$ cat src/rtl/mbist_pkg.sv
// Shared types and the March C- element table for the MBIST controller.
package mbist_pkg;

  typedef enum logic [1:0] {StIdle, StRun, StDrain, StDone} state_e;

  localparam int unsigned NumElem = 6;

  typedef logic [2:0] elem_t;

  localparam elem_t LastElem = elem_t'(NumElem - 1);

  typedef struct packed {
    logic down;    // address order N-1..0
    logic has_rd;
    logic rd_pol;  // 1 = expect ~background
    logic has_wr;
    logic wr_pol;  // 1 = write ~background
  } elem_cfg_t;

  function automatic elem_cfg_t elem_cfg(input elem_t elem);
    elem_cfg_t cfg;
    case (elem)
      3'd0:    cfg = '{down: 1'b0, has_rd: 1'b0, rd_pol: 1'b0, has_wr: 1'b1, wr_pol: 1'b0};
      3'd1:    cfg = '{down: 1'b0, has_rd: 1'b1, rd_pol: 1'b0, has_wr: 1'b1, wr_pol: 1'b1};
      3'd2:    cfg = '{down: 1'b0, has_rd: 1'b1, rd_pol: 1'b1, has_wr: 1'b1, wr_pol: 1'b0};
      3'd3:    cfg = '{down: 1'b1, has_rd: 1'b1, rd_pol: 1'b0, has_wr: 1'b1, wr_pol: 1'b1};
      3'd4:    cfg = '{down: 1'b1, has_rd: 1'b1, rd_pol: 1'b1, has_wr: 1'b1, wr_pol: 1'b0};
      3'd5:    cfg = '{down: 1'b1, has_rd: 1'b1, rd_pol: 1'b0, has_wr: 1'b0, wr_pol: 1'b0};
      default: cfg = '0;
    endcase
    return cfg;
  endfunction

endpackage

$ cat src/rtl/mbist_rd_cmp.sv
// Read-compare pipe: delays {expected, addr, elem} by RD_LAT cycles, compares
// against returning read data and captures the first mismatch.
module mbist_rd_cmp
  import mbist_pkg::*;
#(
  parameter int unsigned DATA_W = 8,
  parameter int unsigned ADDR_W = 4,
  parameter int unsigned RD_LAT = 1
) (
  input  logic              clk_i,
  input  logic              rst_ni,
  input  logic              clr_i,
  input  logic              req_i,
  input  logic [DATA_W-1:0] exp_i,
  input  logic [ADDR_W-1:0] addr_i,
  input  elem_t             elem_i,
  input  logic [DATA_W-1:0] rdata_i,
  output logic              fail_o,
  output logic [ADDR_W-1:0] fail_addr_o,
  output logic [DATA_W-1:0] fail_data_o,
  output elem_t             fail_elem_o
);

  logic [RD_LAT-1:0] vld_q;
  logic [DATA_W-1:0] exp_q  [RD_LAT];
  logic [ADDR_W-1:0] addr_q [RD_LAT];
  elem_t             elem_q [RD_LAT];

  logic              fail_q;
  logic [ADDR_W-1:0] fail_addr_q;
  logic [DATA_W-1:0] fail_data_q;
  elem_t             fail_elem_q;
  logic              mis;

  always_ff @(posedge clk_i or negedge rst_ni) begin
    if (!rst_ni) begin
      vld_q <= '0;
      for (int i = 0; i < RD_LAT; i++) begin
        exp_q[i]  <= '0;
        addr_q[i] <= '0;
        elem_q[i] <= '0;
      end
    end else begin
      vld_q[0]  <= req_i & ~clr_i;
      exp_q[0]  <= exp_i;
      addr_q[0] <= addr_i;
      elem_q[0] <= elem_i;
      for (int i = 1; i < RD_LAT; i++) begin
        vld_q[i]  <= vld_q[i-1] & ~clr_i;
        exp_q[i]  <= exp_q[i-1];
        addr_q[i] <= addr_q[i-1];
        elem_q[i] <= elem_q[i-1];
      end
    end
  end

  assign mis = vld_q[RD_LAT-1] && (rdata_i != exp_q[RD_LAT-1]);

  // Only the first mismatch of a run is kept; later ones are ignored.
  always_ff @(posedge clk_i or negedge rst_ni) begin
    if (!rst_ni) begin
      fail_q      <= 1'b0;
      fail_addr_q <= '0;
      fail_data_q <= '0;
      fail_elem_q <= '0;
    end else if (clr_i) begin
      fail_q      <= 1'b0;
      fail_addr_q <= '0;
      fail_data_q <= '0;
      fail_elem_q <= '0;
    end else if (mis && !fail_q) begin
      fail_q      <= 1'b1;
      fail_addr_q <= addr_q[RD_LAT-1];
      fail_data_q <= rdata_i;
      fail_elem_q <= elem_q[RD_LAT-1];
    end
  end

  assign fail_o      = fail_q;
  assign fail_addr_o = fail_addr_q;
  assign fail_data_o = fail_data_q;
  assign fail_elem_o = fail_elem_q;

endmodule

$ cat src/rtl/mbist_march_ctrl.sv
// March C- BIST sequencer: one memory access per RUN cycle, then an RD_LAT
// drain so the last read is compared before done is raised.
module mbist_march_ctrl
  import mbist_pkg::*;
#(
  parameter int unsigned ADDR_W = 4,
  parameter int unsigned DATA_W = 8,
  parameter int unsigned RD_LAT = 1
) (
  input  logic              clk,
  input  logic              reset,
  input  logic              start,
  input  logic [DATA_W-1:0] background,
  output logic              mem_en,
  output logic              mem_we,
  output logic [ADDR_W-1:0] mem_addr,
  output logic [DATA_W-1:0] mem_wdata,
  input  logic [DATA_W-1:0] mem_rdata,
  output logic              busy,
  output logic              done,
  output logic              fail,
  output logic [ADDR_W-1:0] fail_addr,
  output logic [DATA_W-1:0] fail_data,
  output logic [2:0]        fail_elem
);

  localparam logic [ADDR_W-1:0] FirstAddr = {ADDR_W{1'b0}};
  localparam logic [ADDR_W-1:0] LastAddr  = {ADDR_W{1'b1}};
  localparam logic [1:0]        DrainInit = 2'(RD_LAT - 1);

  state_e            state_q;
  logic [DATA_W-1:0] bg_q;
  elem_t             seq_elem_q;
  logic [ADDR_W-1:0] seq_addr_q;
  logic              seq_rd_q;
  logic              last_q;
  logic [1:0]        drain_q;
  logic              busy_q, done_q;
  logic              mem_en_q, mem_we_q;
  logic [ADDR_W-1:0] mem_addr_q;
  logic [DATA_W-1:0] mem_wdata_q, mem_exp_q;
  elem_t             mem_elem_q;

  logic              start_acc, do_issue;
  elem_t             iss_elem, elem_inc;
  logic [ADDR_W-1:0] iss_addr;
  logic              iss_rd;
  logic [DATA_W-1:0] iss_bg, iss_wdata, iss_exp;
  elem_cfg_t         cfg, nxt_cfg;
  elem_t             nxt_elem_d;
  logic [ADDR_W-1:0] nxt_addr_d;
  logic              nxt_rd_d, nxt_last_d;

  // On an accepted start the first access (E0 w0 @0) is issued in the same edge.
  always_comb begin
    start_acc = start && (state_q == StIdle || state_q == StDone);
    do_issue  = start_acc || (state_q == StRun && !last_q);
    iss_elem  = start_acc ? '0 : seq_elem_q;
    iss_addr  = start_acc ? FirstAddr : seq_addr_q;
    iss_rd    = start_acc ? 1'b0 : seq_rd_q;
    iss_bg    = start_acc ? background : bg_q;
    elem_inc  = iss_elem + 3'd1;
    cfg       = elem_cfg(iss_elem);
    nxt_cfg   = elem_cfg(elem_inc);
    iss_wdata = cfg.wr_pol ? ~iss_bg : iss_bg;
    iss_exp   = cfg.rd_pol ? ~iss_bg : iss_bg;

    nxt_elem_d = iss_elem;
    nxt_addr_d = iss_addr;
    nxt_rd_d   = 1'b0;
    nxt_last_d = 1'b0;
    if (iss_rd && cfg.has_wr) begin
      nxt_rd_d = 1'b0;
    end else if (iss_addr == (cfg.down ? FirstAddr : LastAddr)) begin
      if (iss_elem == LastElem) begin
        nxt_last_d = 1'b1;
      end else begin
        nxt_elem_d = elem_inc;
        nxt_addr_d = nxt_cfg.down ? LastAddr : FirstAddr;
        nxt_rd_d   = nxt_cfg.has_rd;
      end
    end else begin
      nxt_addr_d = cfg.down ? iss_addr - ADDR_W'(1) : iss_addr + ADDR_W'(1);
      nxt_rd_d   = cfg.has_rd;
    end
  end

  always_ff @(posedge clk or negedge reset) begin
    if (!reset) begin
      state_q     <= StIdle;
      bg_q        <= '0;
      seq_elem_q  <= '0;
      seq_addr_q  <= '0;
      seq_rd_q    <= 1'b0;
      last_q      <= 1'b0;
      drain_q     <= '0;
      busy_q      <= 1'b0;
      done_q      <= 1'b0;
      mem_en_q    <= 1'b0;
      mem_we_q    <= 1'b0;
      mem_addr_q  <= '0;
      mem_wdata_q <= '0;
      mem_exp_q   <= '0;
      mem_elem_q  <= '0;
    end else begin
      case (state_q)
        StIdle, StDone: begin
          if (start_acc) begin
            state_q <= StRun;
            busy_q  <= 1'b1;
            done_q  <= 1'b0;
            bg_q    <= background;
          end
        end
        StRun: begin
          if (last_q) begin
            state_q  <= StDrain;
            mem_en_q <= 1'b0;
            mem_we_q <= 1'b0;
            last_q   <= 1'b0;
            drain_q  <= DrainInit;
          end
        end
        StDrain: begin
          if (drain_q == 2'd0) begin
            state_q <= StDone;
            busy_q  <= 1'b0;
            done_q  <= 1'b1;
          end else begin
            drain_q <= drain_q - 2'd1;
          end
        end
        default: state_q <= StIdle;
      endcase

      if (do_issue) begin
        mem_en_q    <= 1'b1;
        mem_we_q    <= ~iss_rd;
        mem_addr_q  <= iss_addr;
        mem_wdata_q <= iss_wdata;
        mem_exp_q   <= iss_exp;
        mem_elem_q  <= iss_elem;
        seq_elem_q  <= nxt_elem_d;
        seq_addr_q  <= nxt_addr_d;
        seq_rd_q    <= nxt_rd_d;
        last_q      <= nxt_last_d;
      end
    end
  end

  mbist_rd_cmp #(
    .DATA_W (DATA_W),
    .ADDR_W (ADDR_W),
    .RD_LAT (RD_LAT)
  ) u_rd_cmp (
    .clk_i       (clk),
    .rst_ni      (reset),
    .clr_i       (start_acc),
    .req_i       (mem_en_q & ~mem_we_q),
    .exp_i       (mem_exp_q),
    .addr_i      (mem_addr_q),
    .elem_i      (mem_elem_q),
    .rdata_i     (mem_rdata),
    .fail_o      (fail),
    .fail_addr_o (fail_addr),
    .fail_data_o (fail_data),
    .fail_elem_o (fail_elem)
  );

  assign mem_en    = mem_en_q;
  assign mem_we    = mem_we_q;
  assign mem_addr  = mem_addr_q;
  assign mem_wdata = mem_wdata_q;
  assign busy      = busy_q;
  assign done      = done_q;

endmodule

$ cat config.mk
export PLATFORM = sky130hd
export DESIGN_NAME = mbist_march_ctrl
export DESIGN_NICKNAME = d
export VERILOG_FILES = /design/src/rtl/mbist_pkg.sv /design/src/rtl/mbist_rd_cmp.sv /design/src/rtl/mbist_march_ctrl.sv
export SDC_FILE = /design/constraint.sdc
export NUM_CORES = 1
export LEC_CHECK = 0
export CAP_MARGIN = 20
export CORE_ASPECT_RATIO = 0.8
export CORE_MARGIN = 10
export CORE_UTILIZATION = 45
export CTS_CLUSTER_SIZE = 25
export DETAILED_ROUTE_END_ITERATION = 8
export PLACE_DENSITY = 0.7
export SETUP_SLACK_MARGIN = 0.5
export SLEW_MARGIN = 10
export SYNTH_ARGS = -nofsm -noshare
export SYNTH_HDL_FRONTEND = slang
export SYNTH_SLANG_ARGS = --single-unit
$ cat constraint.sdc
create_clock -name clk -period 3.41 [get_ports clk]
set_clock_uncertainty 0.05 [all_clocks]
set_input_delay 1.023 -clock clk [delete_from_list [all_inputs] [get_ports clk]]
set_output_delay 1.023 -clock clk [all_outputs]
set_load 0.005 [all_outputs]
==> out/qor.txt <==
Maximum clock rate -> 0.3599 GHz
Top cells by count, synth -> dfrtp_1, nand2_1, o21ai_0, mux2i_1, xnor2_1
Worst Hold End -> u_rd_cmp.exp_q[4]$_DFF_PN0_
Flop pwr share -> 0.525
Critical path capture point type -> register
Max Slew Vio Count -> 0
Top-level I/O count -> 51
Most common cell in the netlist -> dfrtp_1
Dominant cells by area after synthesis -> dfrtp_1, mux2i_1, xnor2_1, nand2_1, ha_1
Nets -> 455
Reg2reg path depth -> 12
CTS tree -> yes
Hold Path Depth -> 0
Core area -> 8055 sq um
Post-layout min period -> 2779 ps
Worst Path Arrival -> 2970 ps
P_sw -> 0.3918 mW
#FFs+latches synth -> 80
HP Class -> reg -> reg
Synth top area share -> 0.5314
TritonRoute pass-1 iters -> 5
Post-route ant nets -> 0
Logic pwr share -> 0.027
RSZ-0062 raised after global routing -> false
Initial antenna violation count -> 0
Drt via density -> 5.067
Register area share after synthesis -> 0.5314
Rel. slew slack -> 0.3407
Chip Width -> 122.3 um
Clock Sinks -> 80
Cell-internal power -> 1.414 mW
Final total power -> 1.805 mW
Leading area contributor after synthesis -> dfrtp_1
Crit path max fanout -> 5
Hold Slack -> 318.9 ps
Outcome -> complete, no violations
Placed instance area -> 4586 sq um
Vias in the first global route -> 2701
Post-Layout Cell Count -> 537
DR iter-0 viols -> 299
First-pass GRT wire length -> 13650 um
ANT cells -> 0
DP HPWL -> 6014 um
CP startpoint -> start
Reg2Reg Launch Point -> state_q[0]$_DFFE_PN0P_
Max-cap violation count -> 0
Critical path class -> in -> reg
Count of cell types in the netlist -> 50
VDD IR max -> 204.3 uV
Power Dens Cells -> 374.6 nW/um^2
Clock power share -> 0.448
Slew @ Worst Pin -> 988.9 ps
Num CTS Buffers -> 9
R2R Path End -> seq_elem_q[1]$_DFFE_PN0N_
Overall Global Routing Usage -> 0.1363
Fill count -> 696
CTS max path bufs -> 2
Sw Share -> 0.2170
Hold_sp -> mem_exp_q[4]$_DFFE_PN0N_
Final hold vios -> 0
GP Congestion -> 0.9173
Standard-cell rows -> 29
Wire per inst -> 15.09 um
R2r setup slk -> 740 ps
Async set or reset register ratio after synthesis -> 1.000
Drt drc -> 0
Cell area after synthesis -> 3767 sq um
Setup TNS Final -> 0 ps
Clk_lat worst skew -> 350 ps
Primary FF master, synth -> dfrtp_1
Synthesized Nets -> 391
Static leakage -> 2.252 nW
H-tree depth -> 3
Root buffer cell -> clkbuf_8
Grt ovf -> 0
Worst Path Required -> 3600 ps
Post-route cell area -> 4820 sq um
Die area -> 12460 sq um
Port-buffer cells -> 50
Average size of a mapped cell -> 10.46 sq um
CP startpoint kind -> primary input
Via Count -> 2721
Initial core utilization -> 0.4677
Clk pin slew, worst setup/hold paths -> 90 ps
Setup violators final -> 0
Total routed wirelength -> 8104 um
Fin crit share -> 0.8148
Placed cell count -> 521
Die Height -> 101.8 um
Maximum number of pins on one net before global-route repair -> 81
Post-synth EDFFs -> 0
Synth Instances -> 360
Yosys warns -> 0
Share of layout cells above drive strength 1 -> 0.1492
Area delta synth->final -> 27.93%
==> critical path: stages <==
cell	delay [ps]
dlygate4sd2_1	300
nand2_8	130
nand2_8	70
ha_1	230
o21a_4	230
a21oi_4	130
xor2_1	90
ha_2	220
nor4b_2	240
nor3_1	70
a32o_1	220
==> registers in the layout, summed over array words and instances, names as in the netlist, 2 cells and up <==
signal                count
mem_wdata                 8
u_rd_cmp.fail_data_o      8
mem_exp_q                 8
u_rd_cmp.fail_elem_o      3
u_rd_cmp.elem_q           3
u_rd_cmp.exp_q            8
mem_elem_q                3
mem_addr                  4
seq_addr_q                4
bg_q                      8
state_q                   2
u_rd_cmp.addr_q           4
drain_q                   2
seq_elem_q                3
u_rd_cmp.fail_addr_o      4
==> per-layer routing <==
metal,part of all wire,vias up,track usage
met5,0,-,0
met4,0.0058,0,0.03797
met3,0.071,2,0.04353
met2,0.45,70,0.2017
met1,0.47,1294,0.1881
li1,-,1355,-
==> what timing repair did <==
action	4_1_cts	5_1_grt
buffers inserted	0	0
hold buffers	0	0
resized for setup	1	0
setup endpoints to repair	8	0
hold endpoints to repair	0	0
==> per-stage QoR <==
stage	worst slack (ps)	util
final	631.5	0.5983
after detailed placement	9.919	0.5693
after global placement	24.94	0.5693
after CTS	652.5	0.5983
after floorplan	461.0	-
after global routing	501.4	0.5983
==> final cells by class <==
| cell class | instances | area, sq um | area share |
|---|---|---|---|
| Tap cell | 108 | 135.1 | 0.02804 |
| Clock inverter | 6 | 97.59 | 0.02025 |
| Sequential cell | 80 | 2002 | 0.4154 |
| Inverter | 23 | 91.34 | 0.01895 |
| Clock buffer | 10 | 137.6 | 0.02856 |
| Timing Repair Buffer | 71 | 654.4 | 0.1358 |
| Multi-Input combinational cell | 239 | 1702 | 0.3531 |
==> cell families (layout without fill, tap and decap cells) <==
group / count (synthesis) / in the layout / share of synthesized area
mux: 28 / 28 / 0.07937
compound gates: 75 / 75 / 0.1259
buf+inv: 41 / 110 / 0.04484
fa+ha+maj: 12 / 12 / 0.03985
xor+xnor: 26 / 26 / 0.06045
flops: 80 / 80 / 0.5314
simple gates: 98 / 98 / 0.1182
==> placed cells by master, fill, tap and decap left out, types with 4 or more instances in the layout <==
master and count:
dfrtp_1 80, nand2_1 43, clkdlybuf4s50_1 48, xnor2_1 25
ha_1 8, nand3_1 4, o21ai_0 27, mux2i_1 25
nor2_1 23, inv_1 21, a21oi_1 18, nor3_1 6
clkbuf_8 10, buf_4 22
==> worst max-delay path by stage <==
stage,endpoint
after detailed placement,seq_rd_q$_DFFE_PN0N_
after global routing,seq_addr_q[2]$_DFFE_PN0N_
final,seq_addr_q[2]$_DFFE_PN0N_
after global placement,seq_elem_q[0]$_DFFE_PN0N_
after floorplan,seq_addr_q[1]$_DFFE_PN0N_
after CTS,seq_addr_q[2]$_DFFE_PN0N_
==> power groups by stage <==
stage                     Sequential [mW]  Combinational, mW  Clock (mW)
after global placement              0.967             0.0514           0
after detailed placement            0.967             0.0513           0
after global routing                0.948             0.0548       0.886
after floorplan                     0.967            0.00591           0
after CTS                           0.948             0.0511       0.836
final                               0.948             0.0489       0.809
No activity file was read; power rests on OpenSTA's default activity.
